## src/rtl/iir_a3_s2p_packer_if.sv

```systemverilog
// ---------------------------------------------------------------------------
// iir_a3_s2p_packer_if
// Bundles the sample-side and word-side signals of the serial-to-parallel
// packer that feeds the 3-lane parallel IIR filter.
//
// Signals
//   s_data        sample from the upstream source (DW bits, signed)
//   s_valid       s_data is valid this cycle (no backpressure)
//   sync          this cycle's sample is lane 0 of a new block
//   flush         end of block, resolve any partial word
//   err_clr       clear the sticky sync_err flag
//   data_out      packed word, lane 0 (oldest sample) in the top DW bits
//   data_out_en   one-cycle strobe, data_out is valid
//   data_out_pad  with data_out_en: the word was zero-padded
//   phase         lane index the next sample will fill
//   sync_err      sticky: a sync or flush hit a partial word
//   word_cnt      number of data_out_en strobes, wraps
//
// Modports
//   master  sample source / word consumer side
//   slave   the packer itself
// ---------------------------------------------------------------------------
interface iir_a3_s2p_packer_if #(
  parameter int DW    = 16,
  parameter int LANES = 3,
  parameter int CNT_W = 16
);

  logic [DW-1:0]       s_data;
  logic                s_valid;
  logic                sync;
  logic                flush;
  logic                err_clr;
  logic [LANES*DW-1:0] data_out;
  logic                data_out_en;
  logic                data_out_pad;
  logic [1:0]          phase;
  logic                sync_err;
  logic [CNT_W-1:0]    word_cnt;

  modport master (
    output s_data, s_valid, sync, flush, err_clr,
    input  data_out, data_out_en, data_out_pad, phase, sync_err, word_cnt
  );

  modport slave (
    input  s_data, s_valid, sync, flush, err_clr,
    output data_out, data_out_en, data_out_pad, phase, sync_err, word_cnt
  );

endinterface

```

## src/rtl/iir_a3_s2p_packer.sv

```systemverilog
// ---------------------------------------------------------------------------
// iir_a3_s2p_packer
// Serial-to-parallel front end for the 3-lane parallel IIR filter. Consecutive
// DW-bit samples are collected into one LANES*DW word (oldest sample in the
// top lane) and issued one cycle after the last sample with a one-cycle
// enable. sync realigns the lane counter to a block start, flush resolves a
// partial word at the end of a block, and both raise the sticky sync_err when
// they land on a partial word.
//
// Build option
//   IIR_A3_S2P_ZERO_PAD_EN  defined: a partial word on sync/flush is emitted
//                           zero-padded with data_out_pad=1.
//                           undefined: the partial word is discarded and
//                           data_out_pad is tied low.
//
// Ports
//   clk   system clock, rising edge
//   rst   asynchronous reset, active-high
//   bus   iir_a3_s2p_packer_if.slave (sample inputs, word outputs, status)
//
// phase is two bits wide, so LANES must lie between 1 and 4.
// ---------------------------------------------------------------------------
module iir_a3_s2p_packer #(
  parameter int DW    = 16,
  parameter int LANES = 3,
  parameter int CNT_W = 16
) (
  input  logic                 clk,
  input  logic                 rst,
  iir_a3_s2p_packer_if.slave   bus
);

  localparam logic [1:0] LAST_LANE = 2'(LANES - 1);

  logic [DW-1:0]       lane_q [LANES];
  logic [DW-1:0]       lane_d [LANES];
  logic [1:0]          phase_q, phase_d;
  logic [LANES*DW-1:0] dataOut_q, dataOut_d;
  logic                dataOutEn_q, dataOutEn_d;
  logic                syncErr_q, syncErr_d;
  logic [CNT_W-1:0]    wordCnt_q, wordCnt_d;

  logic [1:0]          effPhase;
  logic [1:0]          afterPhase;
  logic                complete;
  logic                syncPartial;
  logic                flushPartial;
  logic                resolve;
  logic [LANES*DW-1:0] fullWord;

`ifdef IIR_A3_S2P_ZERO_PAD_EN
  logic                dataOutPad_q, dataOutPad_d;
  logic [1:0]          fillCnt;
  logic [LANES*DW-1:0] padWord;
`endif

  // Capture and word assembly. sync forces the capture lane to 0, so a sync
  // on a partial word abandons the old lanes. On a sync the padded word is
  // built from the lanes as they stood before this cycle (lane 0 may be
  // overwritten by the new sample); on a flush it includes this cycle's
  // sample. A sample that completes a word takes priority over a flush.
  always_comb begin
    effPhase = bus.sync ? 2'd0 : phase_q;
    for (int i = 0; i < LANES; i++) begin
      lane_d[i] = lane_q[i];
    end
    if (bus.s_valid) begin
      lane_d[effPhase] = bus.s_data;
    end
    afterPhase   = bus.s_valid ? (effPhase + 2'd1) : effPhase;
    complete     = bus.s_valid && (effPhase == LAST_LANE);
    syncPartial  = bus.sync && (phase_q != 2'd0);
    flushPartial = bus.flush && !bus.sync && !complete && (afterPhase != 2'd0);
    resolve      = syncPartial || flushPartial;
    fullWord     = '0;
    for (int i = 0; i < LANES; i++) begin
      fullWord[(LANES-1-i)*DW +: DW] = lane_d[i];
    end
`ifdef IIR_A3_S2P_ZERO_PAD_EN
    fillCnt = syncPartial ? phase_q : afterPhase;
    padWord = '0;
    for (int i = 0; i < LANES; i++) begin
      if (2'(i) < fillCnt) begin
        padWord[(LANES-1-i)*DW +: DW] = syncPartial ? lane_q[i] : lane_d[i];
      end
    end
`endif
  end

  // Output word, strobe, phase, counter and sticky error. Only one word is
  // ever emitted per cycle; the counter advances with every strobe,
  // including padded ones. Setting sync_err wins over err_clr.
  always_comb begin
    phase_d     = (complete || flushPartial) ? 2'd0 : afterPhase;
    dataOut_d   = dataOut_q;
    dataOutEn_d = 1'b0;
`ifdef IIR_A3_S2P_ZERO_PAD_EN
    dataOutPad_d = 1'b0;
`endif
    if (complete) begin
      dataOut_d   = fullWord;
      dataOutEn_d = 1'b1;
    end
`ifdef IIR_A3_S2P_ZERO_PAD_EN
    else if (resolve) begin
      dataOut_d    = padWord;
      dataOutEn_d  = 1'b1;
      dataOutPad_d = 1'b1;
    end
`endif
    wordCnt_d = dataOutEn_d ? (wordCnt_q + 1'b1) : wordCnt_q;
    if (resolve) begin
      syncErr_d = 1'b1;
    end else if (bus.err_clr) begin
      syncErr_d = 1'b0;
    end else begin
      syncErr_d = syncErr_q;
    end
  end

  // State registers; reset discards any partial word in progress.
  always_ff @(posedge clk or posedge rst) begin
    if (rst) begin
      for (int i = 0; i < LANES; i++) begin
        lane_q[i] <= '0;
      end
      phase_q     <= 2'd0;
      dataOut_q   <= '0;
      dataOutEn_q <= 1'b0;
      syncErr_q   <= 1'b0;
      wordCnt_q   <= '0;
    end else begin
      for (int i = 0; i < LANES; i++) begin
        lane_q[i] <= lane_d[i];
      end
      phase_q     <= phase_d;
      dataOut_q   <= dataOut_d;
      dataOutEn_q <= dataOutEn_d;
      syncErr_q   <= syncErr_d;
      wordCnt_q   <= wordCnt_d;
    end
  end

`ifdef IIR_A3_S2P_ZERO_PAD_EN
  // Pad flag register, only present when padded words can be emitted.
  always_ff @(posedge clk or posedge rst) begin
    if (rst) begin
      dataOutPad_q <= 1'b0;
    end else begin
      dataOutPad_q <= dataOutPad_d;
    end
  end

  assign bus.data_out_pad = dataOutPad_q;
`else
  assign bus.data_out_pad = 1'b0;
`endif

  assign bus.data_out    = dataOut_q;
  assign bus.data_out_en = dataOutEn_q;
  assign bus.phase       = phase_q;
  assign bus.sync_err    = syncErr_q;
  assign bus.word_cnt    = wordCnt_q;

endmodule

```

## src/flat_wrapper.sv

```systemverilog
// flat-port wrapper written by rule: the top's interface ports become plain ports
module iir_a3_s2p_packer_flat 
#(
  parameter int DW    = 16,
  parameter int LANES = 3,
  parameter int CNT_W = 16
)
  (clk, rst, bus_s_data, bus_s_valid, bus_sync, bus_flush, bus_err_clr, bus_data_out, bus_data_out_en, bus_data_out_pad, bus_phase, bus_sync_err, bus_word_cnt);
  iir_a3_s2p_packer_if #(.DW(DW), .LANES(LANES), .CNT_W(CNT_W)) bus_i ();
  input  logic clk;
  input  logic rst;
  input wire logic [$bits(bus_i.s_data)-1:0] bus_s_data;
  input wire logic [$bits(bus_i.s_valid)-1:0] bus_s_valid;
  input wire logic [$bits(bus_i.sync)-1:0] bus_sync;
  input wire logic [$bits(bus_i.flush)-1:0] bus_flush;
  input wire logic [$bits(bus_i.err_clr)-1:0] bus_err_clr;
  output wire logic [$bits(bus_i.data_out)-1:0] bus_data_out;
  output wire logic [$bits(bus_i.data_out_en)-1:0] bus_data_out_en;
  output wire logic [$bits(bus_i.data_out_pad)-1:0] bus_data_out_pad;
  output wire logic [$bits(bus_i.phase)-1:0] bus_phase;
  output wire logic [$bits(bus_i.sync_err)-1:0] bus_sync_err;
  output wire logic [$bits(bus_i.word_cnt)-1:0] bus_word_cnt;
  assign bus_i.s_data = bus_s_data;
  assign bus_i.s_valid = bus_s_valid;
  assign bus_i.sync = bus_sync;
  assign bus_i.flush = bus_flush;
  assign bus_i.err_clr = bus_err_clr;
  assign bus_data_out = bus_i.data_out;
  assign bus_data_out_en = bus_i.data_out_en;
  assign bus_data_out_pad = bus_i.data_out_pad;
  assign bus_phase = bus_i.phase;
  assign bus_sync_err = bus_i.sync_err;
  assign bus_word_cnt = bus_i.word_cnt;
  iir_a3_s2p_packer #(.DW(DW), .LANES(LANES), .CNT_W(CNT_W)) u_core (.clk(clk), .rst(rst), .bus(bus_i));
endmodule
```

## config.mk

```make
export PLATFORM = sky130hd
export DESIGN_NAME = iir_a3_s2p_packer_flat
export DESIGN_NICKNAME = d
export VERILOG_FILES = /design/src/rtl/iir_a3_s2p_packer_if.sv /design/src/rtl/iir_a3_s2p_packer.sv /design/src/flat_wrapper.sv
export SDC_FILE = /design/constraint.sdc
export NUM_CORES = 1
export LEC_CHECK = 0
export CAP_MARGIN = 20
export CORE_ASPECT_RATIO = 0.7
export CORE_MARGIN = 8
export CORE_UTILIZATION = 44
export DETAILED_ROUTE_END_ITERATION = 6
export PLACE_DENSITY = 0.74
export SETUP_SLACK_MARGIN = 0.02
export SLEW_MARGIN = 20
export SYNTH_ARGS = -nofsm -noshare
export SYNTH_HDL_FRONTEND = slang
export SYNTH_SLANG_ARGS = --single-unit
```

## constraint.sdc

```tcl
create_clock -name clk -period 3.26 [get_ports clk]
set_input_delay 0.489 -clock clk [delete_from_list [all_inputs] [get_ports clk]]
set_output_delay 0.489 -clock clk [all_outputs]
set_load 0.02 [all_outputs]
```

* Yosys cells after proc, flatten, opt, wreduce, memory -nomap -nowiden
Index checks and enable logic that the tools add are counted.
** Word-level totals
- Word-level logic and storage cells :: 37
- Register bits :: 116
- Output and inout bits :: 69
** Cells by class
- Add/sub/neg operators :: 2
- Bitwise operators :: 1
- Eq/ne operators :: 1
- Order comparisons :: 2
- Mux-type cells :: 10
- Reductions and logical operators :: 13
** Operators by type and width (number)
- bitwise mux 48 bit :: 1
- two-way mux 48 bit :: 1
- demux 16 bit (select 2 bit) :: 1
- adder 16 x 1 -> 16 bit, second input constant :: 1
- two-way mux 16 bit :: 1
- logical AND 1 bit :: 6
- two-way mux 2 bit :: 3
- nonzero test 2 bit :: 3
- >= comparator 3 bit, second input constant :: 1
- less-than comparator 3 x 1 -> 1 bit, second input constant :: 1
- two-way mux 1 bit :: 3
- NOT 2 -> 3 bit :: 1
- adder 2 x 1 -> 2 bit, second input constant :: 1
- equality test 2 bit, second input constant :: 1
- zero test 1 bit :: 2
- logical OR 1 bit :: 2

* Depth between registers and ports, before layout
- Depth after elaboration :: 8
- Depth in mapped cells :: 8
- Depth with buffers taken out :: 7

* Least setup slack after synthesis
No wires, ideal clock.
- Path type :: input-to-reg
- From :: input bus_sync
- To :: register u_core.wordCnt_q[12], in the netlist u_core.bus.word_cnt[12]
- Arrival time :: 1.662 ns
- Slack :: 1.468 ns
- Stages on the path :: 8
- Buffers on the path :: 1
- Cell sequence :: nand2b_1 -> inv_1 -> ha_1 -> nand3_1 -> or2_1 -> buf_6 -> nand2b_1 -> xnor2_1
** Between the ends
- Cells in the longest elaborated chain, start to end :: 4
** Ends and longest elaborated chain
- start: declaration :: line flat_wrapper.sv:14 : input wire logic [$bits(bus_i.sync)-1:0] bus_sync;
- two-way mux 2 bit :: line iir_a3_s2p_packer.sv:63 : effPhase = bus.sync ? 2'd0 : phase_q;
- equality test 2 bit :: line iir_a3_s2p_packer.sv:71 : complete = bus.s_valid && (effPhase == LAST_LANE);
- logical AND 1 bit :: line iir_a3_s2p_packer.sv:71
- two-way mux 1 bit :: line iir_a3_s2p_packer.sv:100 : if (complete) begin
- end signal: assignment :: line iir_a3_s2p_packer.sv:140 : wordCnt_q <= wordCnt_d;
- end: declaration :: line iir_a3_s2p_packer.sv:41 : logic [CNT_W-1:0] wordCnt_q, wordCnt_d;
Every way passes these cells.
A chain may end at the register's enable or synchronous reset.

* Worst setup path in the final report
- From :: input bus_sync
- To :: register u_core.wordCnt_q[14], in the netlist u_core.bus.word_cnt[14]
Same word-level chain as after synthesis.

==> results.yml <==
die:
  core-area_um2: 8926
  start_util: 0.4455
  num_io_pins: 91
  die_w_um: 129.6
  die_h_um: 95.54
  die_area_um2: 12380
  rows: 29
clock_tree:
  root_buffer: "clkbuf_16"
  cts_resized: 0
  postCtsHoldBufs: 0
  clock-sinks: 100
  cts_buffer_depth: 2
  htreeDepth: 3
  cts_setup_buffers: 0
  clkSlewWorstSetupHoldPaths_ps: 70
  cts_tree: "done"
  clock_latency_ps: 340
  cts_buffers: 9
critical_path:
  critical_path.startpoint_type: "primary input"
  crit_path_end_kind: "flop"
  cp_max_fo: 5
  critPathSlowestCell: "clkdlybuf4s50_1"
  crit_family: "simple AND/OR/NAND/NOR gates"
  crit_chain: "clkdlybuf4s50_1, nand2b_1, inv_1, ha_1, nand3_1, or2_1, nor3_4, xor2_1"
  worstSetupPathType: "primary input to flop"
  required_ps: 3510
  path_buf_inv: 2
  slowest_delay_ps: 450
  crit_arrival_ps: 2390
layout:
  diodes: 0
  nFillCells: 773
  layout.cells.non_filler: 579
  layout-drive-gt1-share: 0.1099
  synthToLayoutAreaGrowth_pct: 32.88
  finalInstanceArea_um2: 5284
  nets: 477
placement:
  place_area_um2: 4977
  dp_hpwl_um: 5889
  port_buffers: 89
  gp_congestion: 0.7332
  dp.cells: 564
global_routing:
  grt_pass1_wl_um: 14240
  grt_pass1_vias: 2798
  grt.overflow.total: 0
  grt_use_total: 0.1475
  grt_start_max_net_pins: 55
  antenna_found_initial: 0
detailed_routing:
  drt.antenna.violating_nets: 0
  drt-total-wl_um: 8608
  drc_errors: 0
  wl_per_cell_um: 14.87
  vias: 2749
  first_pass_iters: 4
  first_iter_violations: 173
  via_per_inst: 4.748
yosys:
  syn_avg_cell_area_um2: 10.92
  syn_area_um2: 3976
  yosys.area_share.simple: 0.1960
  synth_edf_count: 0
  ys_seq_area_frac: 0.6293
  synth_compound_area_frac: 0.007237
  syn_inst: 364
  synth-async-reset-ratio: 1.000
  synth_area_leader_cell: "dfrtp_1"
  yosys_register_bits: 100
  synth_cell_types: 31
  synth-adder-area-share: 0.01259
  synth_top_area_share: 0.6293
  synth_top_family_by_area: "simple AND/OR/NAND/NOR gates"
  netlist_top_cells_area: "dfrtp_1 (63%), nand2_1 (14%), mux2_2 (6.8%), mux2_1 (2.3%), xnor2_1 (2.2%)"
  syn_nets: 390
  yosys_warnings: 0
  synthFlopType: "dfrtp_1"
  synth_xor_area_frac: 0.03304
  synth_mux_area_frac: 0.09062
timing:
  hold_slack_ps: 474.4
  timing.slew.headroom: 0.6027
  worst_slew_pin_slew_ps: 595.9
  setup_viol: 0
  hold_viol: 0
  fmax_ghz: 0.4683
  rsz0062_at_grt: "no"
  fin_skew_ps: 7.947
  period_share: 0.6551
  fin_crit_ps: 2136
  maxSlewViolCount: 0
  fin_setup_tns_ps: 0
outcome:
  status: "completed"
flow_run:
  maxCapViolCount: 0
power:
  powerDensity_nw_per_um2: 840.5
  irDropWorstVdd_uv: 458.7
  cellLeakagePower_nw: 2.548
  fin_total_pwr_mw: 4.441
worst_hold_path:
  hp-class: "flop to flop"
-- cell type report --
class                   instances  area [um^2]  share of cell area
clock inverters                 5        67.56             0.01279
inverters                       6        25.02            0.004736
repair buffers                 92        938.4              0.1776
multi-input cells             242         1356              0.2567
flip-flops and latches        100         2502              0.4736
clock buffers                  10        239.0             0.04523
well taps                     124        155.1             0.02936
-- worst paths after layout --
check                                                   start                                  end  slack [ps]  cells after the start
setup / recovery                                     bus_sync  u_core.bus.word_cnt[14]$_DFFE_PP0P_        1120                      8
hold / removal             u_core.bus.data_out[1]$_DFFE_PP0P_   u_core.bus.data_out[1]$_DFFE_PP0P_         470                      2
setup reg to reg                u_core.bus.phase[0]$_DFF_PP0_  u_core.bus.word_cnt[14]$_DFFE_PP0P_        1400                      6
hold reg to reg            u_core.bus.data_out[1]$_DFFE_PP0P_   u_core.bus.data_out[1]$_DFFE_PP0P_         470                      2
max in group asynchronous                                 rst  u_core.bus.data_out[38]$_DFFE_PP0P_        1990                      3
min in group asynchronous                                 rst  u_core.bus.word_cnt[15]$_DFFE_PP0P_         580                      2
-- per-stage QoR --
stage	utilization	setup slack, ps
3_3_place_gp	0.5576	873.3
6_report	0.5920	1124
3_5_place_dp	0.5576	770.0
5_1_grt	0.5920	996.9
2_1_floorplan	-	152.2
4_1_cts	0.5920	1121
-- Yosys cell counts (4+ instances only) --
cell type and n:
buf_2 6, clkbuf_1 5, dfrtp_1 100, ha_1 4, inv_1 5, mux2_1 8, mux2_2 24, nand2_1 151
nand3_1 4, nand4_1 6, nor2_1 10, xnor2_1 10, xor2_1 5
-- sequential cells by signal (all words and copies together), names as in the netlist --
name                    cells
u_core.lane_q              32
u_core.bus.phase            2
u_core.bus.word_cnt        16
u_core.bus.data_out_en      1
u_core.bus.sync_err         1
u_core.bus.data_out        48
-- power breakdown --
part	internal (mW)	total [mW]	switching [mW]
clock	0.625	1.08	0.459
combinational	0.720	1.50	0.781
sequential	1.64	1.86	0.220
-- placed cells by master (no fill, tap or decap), types with 2 or more instances in the layout --
cell type        count
nand2_1            150
dfrtp_1            100
nand3_1              4
clkdlybuf4s50_1     89
xnor2_1             10
nor2_1              10
and3_1               2
nand2b_1             3
inv_1                4
clkbuf_16            9
mux2_1               8
nand2_4              2
ha_1                 4
nand4_1              6
mux2_2              24
xor2_1               5
buf_12               2
o21ai_0              2
inv_6                3
-- cells by family (layout without fill, tap and decap cells) --
logic type      after synthesis  in the layout
simple gates                185            185
flops                       100            100
mux                          32             32
buf+inv                      22            113
xor+xnor                     15             15
compound gates                5              5
fa+ha+maj                     4              4
other cells                   1              1
-- metal layers --
layer	wire, um	global-route usage	share of wire	vias up
met4	59	0.04235	0.0069	0
li1	-	-	-	1333
met5	0	0	0	-
met1	4142	0.1947	0.48	1327
met3	601	0.05587	0.070	5
met2	3805	0.2233	0.44	84
-- worst register-to-register path, delay by kind of cell (launching register included) --
| family | cells | cell delay [ps] |
|---|---|---|
| simple gates | 4 | 880 |
| flops | 1 | 420 |
| xor+xnor | 1 | 180 |
| fa+ha+maj | 1 | 290 |
Note: power is estimated with default switching activity, not from simulation.
